<file path="config.mk">
export PLATFORM = sky130hd
export DESIGN_NAME = btn_pulse_gen
export DESIGN_NICKNAME = d
export VERILOG_FILES = /design/src/rtl/btn_pulse_gen.sv
export SDC_FILE = /design/constraint.sdc
export NUM_CORES = 1
export LEC_CHECK = 0
export BUFFER_PORTS_ARGS = -buffer_cell sky130_fd_sc_hd__buf_4
export CAP_MARGIN = 20
export CORE_MARGIN = 1.5
export CORE_UTILIZATION = 56
export DETAILED_ROUTE_END_ITERATION = 8
export PLACE_DENSITY_LB_ADDON = 0.08
export SYNTH_ARGS = -nofsm -noshare
export SYNTH_HDL_FRONTEND = slang
export SYNTH_SLANG_ARGS = --single-unit
</file>
<file path="constraint.sdc">
create_clock -name clk -period 2.3 [get_ports clk]
set_input_delay 0.23 -clock clk [delete_from_list [all_inputs] [get_ports clk]]
set_output_delay 0.23 -clock clk [all_outputs]
set_load 0.01 [all_outputs]
</file>
<file path="src/rtl/btn_pulse_gen.sv">
// ---------------------------------------------------------------------------
// btn_pulse_gen
// Debounces seven push buttons. Each button is synchronized, filtered by its
// own four-state debounce FSM, and turned into a registered debounced level
// plus a single-cycle pulse on every accepted press (no auto-repeat).
//
// Ports
//   clk        system clock, all state on the rising edge
//   rst        asynchronous reset, active low (0 = reset)
//   BTN_raw    raw bouncing button levels, 1 = pressed
//   BTN_pulse  registered one-cycle pulse per accepted press
//   BTN_level  registered debounced level (1 while HELD or RELEASE_CHK)
// ---------------------------------------------------------------------------
module btn_pulse_gen #(
    parameter int unsigned DB_CYCLES = 500000,
    parameter int unsigned CNT_W     = 20
) (
    input  logic       clk,
    input  logic       rst,
    input  logic [6:0] BTN_raw,
    output logic [6:0] BTN_pulse,
    output logic [6:0] BTN_level
);

    localparam int unsigned N_BTN = 7;

    localparam logic [1:0] ST_RELEASED    = 2'd0;
    localparam logic [1:0] ST_PRESS_CHK   = 2'd1;
    localparam logic [1:0] ST_HELD        = 2'd2;
    localparam logic [1:0] ST_RELEASE_CHK = 2'd3;

    // Terminal count: the counter never goes past this value, so it cannot wrap.
    localparam logic [CNT_W-1:0] CNT_LAST = CNT_W'(DB_CYCLES - 1);

    logic [N_BTN-1:0]            sync1_q, sync1_d;
    logic [N_BTN-1:0]            sync2_q, sync2_d;
    logic [N_BTN-1:0][1:0]       state_q, state_d;
    logic [N_BTN-1:0][CNT_W-1:0] cnt_q,   cnt_d;
    logic [N_BTN-1:0]            pulse_q, pulse_d;
    logic [N_BTN-1:0]            level_q, level_d;

    // Two-flop synchronizer; sync2_q is the only input seen by the FSMs.
    always_comb begin
        sync1_d = BTN_raw;
        sync2_d = sync1_q;
    end

    // Per-button debounce FSM, counter and registered outputs.
    always_comb begin
        state_d = state_q;
        cnt_d   = cnt_q;
        pulse_d = '0;
        level_d = '0;
        for (int unsigned i = 0; i < N_BTN; i++) begin
            case (state_q[i])
                ST_RELEASED: begin
                    cnt_d[i] = '0;
                    if (sync2_q[i]) begin
                        state_d[i] = ST_PRESS_CHK;
                    end
                end
                ST_PRESS_CHK: begin
                    if (!sync2_q[i]) begin
                        state_d[i] = ST_RELEASED;
                        cnt_d[i]   = '0;
                    end else if (cnt_q[i] == CNT_LAST) begin
                        state_d[i] = ST_HELD;
                        cnt_d[i]   = '0;
                        pulse_d[i] = 1'b1;
                    end else begin
                        cnt_d[i] = cnt_q[i] + CNT_W'(1);
                    end
                end
                ST_HELD: begin
                    if (!sync2_q[i]) begin
                        state_d[i] = ST_RELEASE_CHK;
                        cnt_d[i]   = '0;
                    end
                end
                ST_RELEASE_CHK: begin
                    // Bounce back high returns to HELD silently: no pulse here.
                    if (sync2_q[i]) begin
                        state_d[i] = ST_HELD;
                        cnt_d[i]   = '0;
                    end else if (cnt_q[i] == CNT_LAST) begin
                        state_d[i] = ST_RELEASED;
                        cnt_d[i]   = '0;
                    end else begin
                        cnt_d[i] = cnt_q[i] + CNT_W'(1);
                    end
                end
                default: begin
                    state_d[i] = ST_RELEASED;
                    cnt_d[i]   = '0;
                end
            endcase
            level_d[i] = (state_d[i] == ST_HELD) || (state_d[i] == ST_RELEASE_CHK);
        end
    end

    // State registers.
    always_ff @(posedge clk or negedge rst) begin
        if (!rst) begin
            sync1_q <= '0;
            sync2_q <= '0;
            state_q <= {N_BTN{ST_RELEASED}};
            cnt_q   <= '0;
            pulse_q <= '0;
            level_q <= '0;
        end else begin
            sync1_q <= sync1_d;
            sync2_q <= sync2_d;
            state_q <= state_d;
            cnt_q   <= cnt_d;
            pulse_q <= pulse_d;
            level_q <= level_d;
        end
    end

    assign BTN_pulse = pulse_q;
    assign BTN_level = level_q;

endmodule

</file>
==> reports/metrics.yaml <==
hold_viol: 0
syn-num-nets: 990
switching_share: 0.218
post_drt_wl_per_cell_um: 15.0
setup_slack_ns: 0.0891
cts_made_buffers: 17
grt_max_degree: 62
die-width_um: 132
die_y_um: 132
reg2regPathDepth: 5
final_common_cell: "dfrtp_1"
synth_ff_type: "dfrtp_1"
num_rows: 46
maxClockFrequency_mhz: 452
min_path_type: "input pin to async pin"
cts_htree_levels: 4
rsz0062_at_grt: "no"
wirelength_um: 18800
path_class: "flop to flop"
cts.clk_slew.worst_paths_ns: 0.07
drive_gt1_frac: 0.112
avgSynthCellArea_sq_um: 9.51
ioPinCount: 23
grt_pass1_vias: 7083
start_kind: "flop"
crit-reg2reg-capture: "cnt_q[137]"
drtPass1Iterations: 5
yosysSeqAreaShare: 0.484
clk_path_buf_depth: 2
setup_tns_ns: 0
ant_nets: 0
seqPwrFrac: 0.513
crit_chain: "or4b_1, or3_4, o21a_4, a21o_1, a22o_1"
crit_path_max_fanout: 23
postLayoutCoreUtil: 0.654
combPwrFrac: 0.041
status: "finished clean"
crit_path_top_delay_cell: "or4b_1"
leakagePower_uw: 0.00451
power_density_nw_per_um2: 598
ys_warn_count: 0
critPathRequiredTime_ns: 2.61
ys_async_sr_fraction: 1.00
gp_congestion: 0.839
placedCellCount: 1216
min_period_ns: 2.21
final_cell_mix: "dfrtp_1 (179), nand2_1 (106), nor2_1 (76)"
antenna_found_initial: 0
fin_nets: 1043
vias_per_cell: 5.95
coreArea_sq_um: 16000
slew_headroom: 0.499
hpwlAfterDp_um: 12900
synth_area_sq_um: 9260
grt_overflow: 0
p_clk_frac: 0.447
r2r_slack_ns: 0.09
start_util: 0.579
diodes: 0
fin_worst_skew_ns: 0.0106
end_kind: "flop"
cts_root_buf: "clkbuf_16"
drtIter0Drc: 465
syn_inst: 974
irDropWorstVdd_uv: 592
setup_viol: 0
area_growth_pct: 13.1
tightest_slew_ns: 0.751
ys_types: 61
fin_cells: 1255
maxCapViolCount: 0
drc: 0
grt_pass1_wl_um: 33100
vias: 7461
nFillCells: 1357
critical_path_arrival_ns: 2.52
maxSlewViolCount: 0
portBuffers: 22
power.switching_uw: 1360
grtUsageTotal: 0.229
fp.dieArea_sq_um: 17300
synth_edf_count: 0
period_share: 0.961
yosys_register_bits: 179
clock_latency_ns: 0.43
cts_tree: "yes"
intPower_uw: 4900
preCtsSetupSlack_ns: 0.105
r2r_start: "cnt_q[126]"
cts_num_sinks: 179
crit_path_max_incr_delay_ns: 0.56
-- layer usage --
metal	up-vias	wire length, um	part of all wire	track usage
met5	-	0	0	0
met4	0	200	0.011	0.0642
met3	24	669	0.036	0.0486
met2	145	8840	0.47	0.367
met1	3602	9100	0.48	0.316
li1	3690	-	-	-
-- sequential cells by signal, indices dropped and copies added (netlist names) --
name       flops
cnt_q        140
state_q       13
BTN_pulse      7
sync1_q        7
sync2_q        7
BTN_level      5
-- how the worst max path moves through the flow --
stage               start          to  slack, ns  cells past startpoint
3_5_place_dp   cnt_q[126]  cnt_q[129]       0.10                      5
2_1_floorplan  cnt_q[106]  cnt_q[109]       0.22                      7
4_1_cts        cnt_q[126]  cnt_q[129]       0.09                      5
5_1_grt        cnt_q[110]  cnt_q[102]       0.02                      6
6_report       cnt_q[126]  cnt_q[137]       0.09                      5
3_3_place_gp   cnt_q[126]  cnt_q[132]       0.14                      5
-- cells in the mapped netlist, drive strengths merged, types with 17 or more instances --
master / count / area share
a21oi: 44 / 0.024
a22o: 21 / 0.020
a31oi: 23 / 0.016
and2: 17 / 0.011
and3: 25 / 0.017
clkbuf: 23 / 0.0093
dfrtp: 179 / 0.48
inv: 26 / 0.011
nand2: 106 / 0.043
nand3: 69 / 0.037
nand4: 41 / 0.028
nor2: 76 / 0.031
nor3: 25 / 0.014
nor4: 19 / 0.013
o21ai: 53 / 0.029
or3: 20 / 0.014
xor2: 28 / 0.026
-- final cells by class --
cell class	count	area [sq um]	share of cell area
Clock buffer	23	458	0.0437
Clock inverter	8	104	0.00992
Inverter	26	97.6	0.00932
Multi-Input combinational cell	733	4500	0.430
Sequential cell	179	4480	0.428
Tap cell	216	270	0.0258
Timing Repair Buffer	70	564	0.0539
-- repair_timing --
item	CTS	global route
hold buffers	8	0
setup endpoints to repair	0	2
endpoints found under the hold margin	62	0
buffers inserted	0	0
gates resized for setup	0	2
-- worst max-delay path: cells and delay by family (launching register included) --
| family | cells | cell delay, ns |
|---|---|---|
| AND/OR/NAND/NOR | 2 | 0.98 |
| AO/OA/AOI/OAI | 3 | 0.69 |
| flip-flops | 1 | 0.43 |
-- through the flow --
stage | hold slack, ns | instance area [sq um] | total power [uW]
2_1_floorplan | -0.0656 | 9260 | 3390
3_5_place_dp | 0.245 | 9820 | 3520
5_1_grt | 0.352 | 10500 | 6490
3_3_place_gp | 0.240 | 9820 | 3510
4_1_cts | 0.352 | 10500 | 6340
6_report | 0.340 | 10500 | 6260
-- power by group through the flow --
stage          clock [uW]  combinational (uW)  sequential, uW
6_report             2800                 256            3210
2_1_floorplan           0                 132            3260
4_1_cts              2870                 262            3210
5_1_grt              2980                 294            3210
3_3_place_gp            0                 245            3270
3_5_place_dp            0                 250            3270
-- cell families (layout without fill, tap and decap cells) --
logic type / Yosys count / count (layout) / synth area share
mux: 32 / 32 / 0.0368
flops: 179 / 179 / 0.484
xor+xnor: 39 / 39 / 0.0369
compound gates: 194 / 194 / 0.139
simple gates: 461 / 461 / 0.264
fa+ha+maj: 7 / 7 / 0.00946
buf+inv: 62 / 127 / 0.0311
Note: power is estimated with default switching activity, not from simulation.
